File: src/rtl/addr_cal_pkg.sv
// Shared types for the sprite address calculator: packed descriptor layouts
// and the signed coordinate type wide enough to hold off-screen origins.
package addr_cal_pkg;

    typedef logic signed [11:0] coord_t;

    typedef struct packed {
        logic [15:0] base_addr;
        logic [15:0] src_w;
        logic [15:0] src_h;
        logic [15:0] disp_w;
        logic [15:0] disp_h;
    } pattern_info_t;

    typedef struct packed {
        logic       visible;
        logic       hflip;
        logic [9:0] x;
        logic [9:0] y;
        logic [9:0] shift;
    } sprite_info_t;

endpackage

File: src/rtl/addr_cal_axis.sv
// One screen axis: sprite origin, offset of the current pixel from it,
// display-box range check and texture wrap by power-of-two mask.
module addr_cal_axis
    import addr_cal_pkg::*;
(
    input  logic [9:0]  pos_i,
    input  logic [9:0]  shift_i,
    input  logic [9:0]  screen_i,
    input  logic [15:0] disp_i,
    input  logic [15:0] src_i,
    output logic        inside_o,
    output logic [15:0] idx_o
);

    coord_t origin;
    coord_t delta;

    always_comb begin
        // Widen before subtracting so origins left of / above the screen go negative.
        origin   = coord_t'({2'b00, pos_i}) - coord_t'({2'b00, shift_i});
        delta    = coord_t'({2'b00, screen_i}) - origin;
        inside_o = !delta[11] && ({4'b0000, delta} < disp_i);
        idx_o    = {4'b0000, delta} & (src_i - 16'd1);
    end

endmodule

File: src/rtl/addr_cal.sv
// Per-sprite pixel address generator: two axis units feed a multiply-add,
// and the result is registered with one cycle of latency.
module addr_cal
    import addr_cal_pkg::*;
(
    input  logic        clk,
    input  logic        reset,
    input  logic [79:0] pattern_info,
    input  logic [31:0] sprite_info,
    input  logic [9:0]  hcount,
    input  logic [9:0]  vcount,
    output logic [15:0] addr_output,
    output logic        valid
);

    pattern_info_t pat;
    sprite_info_t  spr;
    logic          inside_h, inside_v;
    logic [15:0]   col, row, col_f;
    logic          valid_d, valid_q;
    logic [15:0]   addr_d, addr_q;

    assign pat = pattern_info_t'(pattern_info);
    assign spr = sprite_info_t'(sprite_info);

    addr_cal_axis u_axis_h (
        .pos_i    (spr.x),
        .shift_i  (spr.shift),
        .screen_i (hcount),
        .disp_i   (pat.disp_w),
        .src_i    (pat.src_w),
        .inside_o (inside_h),
        .idx_o    (col)
    );

    addr_cal_axis u_axis_v (
        .pos_i    (spr.y),
        .shift_i  (10'd0),
        .screen_i (vcount),
        .disp_i   (pat.disp_h),
        .src_i    (pat.src_h),
        .inside_o (inside_v),
        .idx_o    (row)
    );

    always_comb begin
        col_f   = spr.hflip ? ((pat.src_w - 16'd1) - col) : col;
        valid_d = spr.visible && inside_h && inside_v;
        addr_d  = valid_d ? (pat.base_addr + row * pat.src_w + col_f) : 16'd0;
    end

    always_ff @(posedge clk) begin
        if (reset) begin
            valid_q <= 1'b0;
            addr_q  <= 16'd0;
        end else begin
            valid_q <= valid_d;
            addr_q  <= addr_d;
        end
    end

    assign valid       = valid_q;
    assign addr_output = addr_q;

endmodule

File: config.mk
export PLATFORM = sky130hd
export DESIGN_NAME = addr_cal
export DESIGN_NICKNAME = d
export VERILOG_FILES = /design/src/rtl/addr_cal_pkg.sv /design/src/rtl/addr_cal_axis.sv /design/src/rtl/addr_cal.sv
export SDC_FILE = /design/constraint.sdc
export NUM_CORES = 1
export LEC_CHECK = 0
export BUFFER_PORTS_ARGS = -buffer_cell sky130_fd_sc_hd__buf_2
export CAP_MARGIN = 5
export CORE_ASPECT_RATIO = 0.5
export CORE_UTILIZATION = 59
export CTS_CLUSTER_DIAMETER = 200
export CTS_CLUSTER_SIZE = 12
export DETAILED_ROUTE_END_ITERATION = 7
export PLACE_DENSITY = 0.92
export SYNTH_ARGS = -nofsm -noshare
export SYNTH_HDL_FRONTEND = slang
export SYNTH_SLANG_ARGS = --single-unit
File: constraint.sdc
create_clock -name clk -period 10 [get_ports clk]
set_input_delay 0.5 -clock clk [delete_from_list [all_inputs] [get_ports clk]]
set_output_delay 0.5 -clock clk [all_outputs]
set_load 0.1 [all_outputs]
==> summary.md <==
| Metric | Value |
|---|---|
| DRC | 0 |
| Max Transition Viols Final | 0 |
| Initial core utilization | 61.0% |
| Core area | 12,800 um^2 |
| Number of global-route vias before repair | 7,295 |
| Reg clk slew, reported paths | 50 ps |
| Post-Route WL | 19.5 mm |
| Transition time of the tightest slew-check pin | 869 ps |
| H-tree depth | 1 |
| Syn Inst Count | 965 |
| CP max stage delay | 540 ps |
| Number of synthesized flops with an enable pin | 0 |
| DP Wirelength | 17.1 mm |
| Gr usage total | 29.6% |
| Endpoints failing setup | 0 |
| Initial antenna violation count | 0 |
| Share of cells above drive strength 1 | 15.8% |
| # diodes | 0 |
| Slowest-stage cell, CP | fa_1 |
| Most frequent cells in the layout | 226 x inv_1, 146 x buf_2, 110 x ha_1 |
| Worst path most repeated cell | fa_1 |
| Top post-synthesis cells by area | fa_1 27%, ha_1 18%, inv_1 11%, xnor2_1 4.9%, dfxtp_1 4.4% |
| CTS tree | yes |
| Critical Path Fanout Max | 5 |
| Routed wire per std cell | 15.4 um |
| Top_reg_cell synth | dfxtp_1 |
| Seq/Total Area, Yosys | 4.37% |
| Gp weighted congestion | 0.961 |
| Syn. warnings | 0 |
| Total grt overflow | 0 |
| Fmax | 0.110 GHz |
| Synth area leader | fa_1 |
| Pre-CTS setup slack | 763 ps |
| Cts hold-fix bufs | 0 |
| Number of placed I/O pins | 151 |
| Post-synth ARST share | 0% |
| Nets | 1,447 |
| Area of the multi-input gates | 6460 um^2 |
| RSZ-0062 raised after global routing | no |
| I/O Buffers | 146 |
| Largest net degree at the start of global routing | 18 |
| Syn_area_per_cell | 8.08 um^2 |
| Initial drt markers | 340 |
| Drt first pass iters | 5 |
| Hold Violations, Final | 0 |
| Max clock buf depth | 2 |
| Die Width | 165 um |
| Fill count | 1,005 |
| Final setup TNS | 0 ps |
| Storage cell area | 340 um^2 |
| Yosys cell types | 65 |
| First-pass GRT wire length | 32.3 mm |
| Via count | 6,914 |
| Drt via density | 5.46 |
| Critical Path AT | 9290 ps |
| Top-area cell type share of the netlist area | 27.2% |
| WHS | 744 ps |
| Clock root cell | clkbuf_16 |
| P_leak | 0.00478 uW |
| Die area | 13,700 um^2 |
| TritonCTS buffer count | 3 |
| Area delta synth->final | 11.9% |
| Final worst-path setup slack | 879 ps |
| Synth Register Bits | 17 |
| Syn nets | 1,315 |
| Most common cell after layout, fill and taps aside | inv_1 |
| FP Rows | 29 |
| Die height | 83.3 um |
| Synthesized area | 7790 um^2 |
| Setup Crit Path Kind | in2reg |
| Slew headroom | 41.6% |
| VDD IR max | 0.000313 V |
| Post-CTS setup buffers | 0 |
| Final worst-path cycle share | 91.2% |
| Power Density | 303 nW/um^2 |
| Hold Path Class | in2reg |
| Clock sinks | 17 |
| Maxcap violations | 0 |
| CP endpoint kind | register |
| Status | completed |
| Critical path launch point type | input port |
| Post-CTS Resized | 0 |
| Antenna viol nets, final | 0 |
| CP required | 10,170 ps |
| Period minus WS final | 9120 ps |
[synthesized netlist by cell type (all sizes together) (4+ instances only)]
cell / count
a21boi: 8
a21o: 10
a21oi: 29
and2: 48
and3: 7
buf: 6
clkbuf: 18
dfxtp: 17
fa: 106
ha: 110
inv: 229
nand2: 88
nand2b: 10
nor2: 55
nor2b: 10
nor3: 26
nor3b: 7
nor4: 9
o21a: 7
o21ai: 26
or2: 7
or4: 5
xnor2: 45
xnor3: 4
xor2: 31
[logic make-up after synthesis]
logic type,count (synthesis),share of synthesized area [%]
fa+ha+maj,216,44.9
flops,17,4.37
simple gates,285,18.4
other cells,1,0.0481
xor+xnor,80,9.79
mux,3,0.385
buf+inv,254,12.8
compound gates,109,9.26
[area by class of cell]
type	count	area share, %
multi-input cells	694	74.0
inverters	230	9.90
repair buffers	151	8.81
flip-flops and latches	17	3.90
well taps	170	2.44
clock buffers	3	0.861
clock inverters	1	0.0574
[state kept, by name, summed over array words and instances (netlist names)]
signal / flops
addr_output: 16
valid: 1
[report_power, final]
group / total, uW / switching [uW] / leakage (uW) / internal (uW)
registers: 82.7 / 2.07 / 0.000138 / 80.6
clock network: 77.3 / 23.9 / 0.0000409 / 53.3
logic: 2490 / 1350 / 0.00460 / 1140
[routing by layer]
metal  global-route usage [%]  vias to the layer above  wire length (um)
met5                        0                        -                 0
met4                     8.01                        0               446
met3                     5.04                       48              1550
met2                     52.7                      283              9340
met1                     36.7                     3306              8150
li1                         -                     3277                 -
[path summary, 6_finish.rpt]
| kind | start | slack, ps | cells past startpoint | to |
|---|---|---|---|---|
| worst max-delay path | sprite_info[0] | 880 | 29 | addr_output[15] |
| worst min-delay path | pattern_info[64] | 740 | 4 | addr_output[0] |
[worst max-delay path: cells and delay by family]
kind | cells | cell delay (ps)
compound gates | 4 | 1390
xor+xnor | 9 | 2420
fa+ha+maj | 9 | 3560
buf+inv | 2 | 180
simple gates | 5 | 1260
[through the flow]
step	std cells	cell area [um^2]	util (%)	power (uW)
6_report	1266	8720	68.3	2650
5_1_grt	1266	8720	68.3	2990
4_1_cts	1266	8720	68.3	2660
3_5_place_dp	1262	8640	67.7	2550
3_3_place_gp	1262	8640	67.7	2430
2_1_floorplan	965	7790	-	2060
Note: power is estimated with default switching activity, not from simulation.
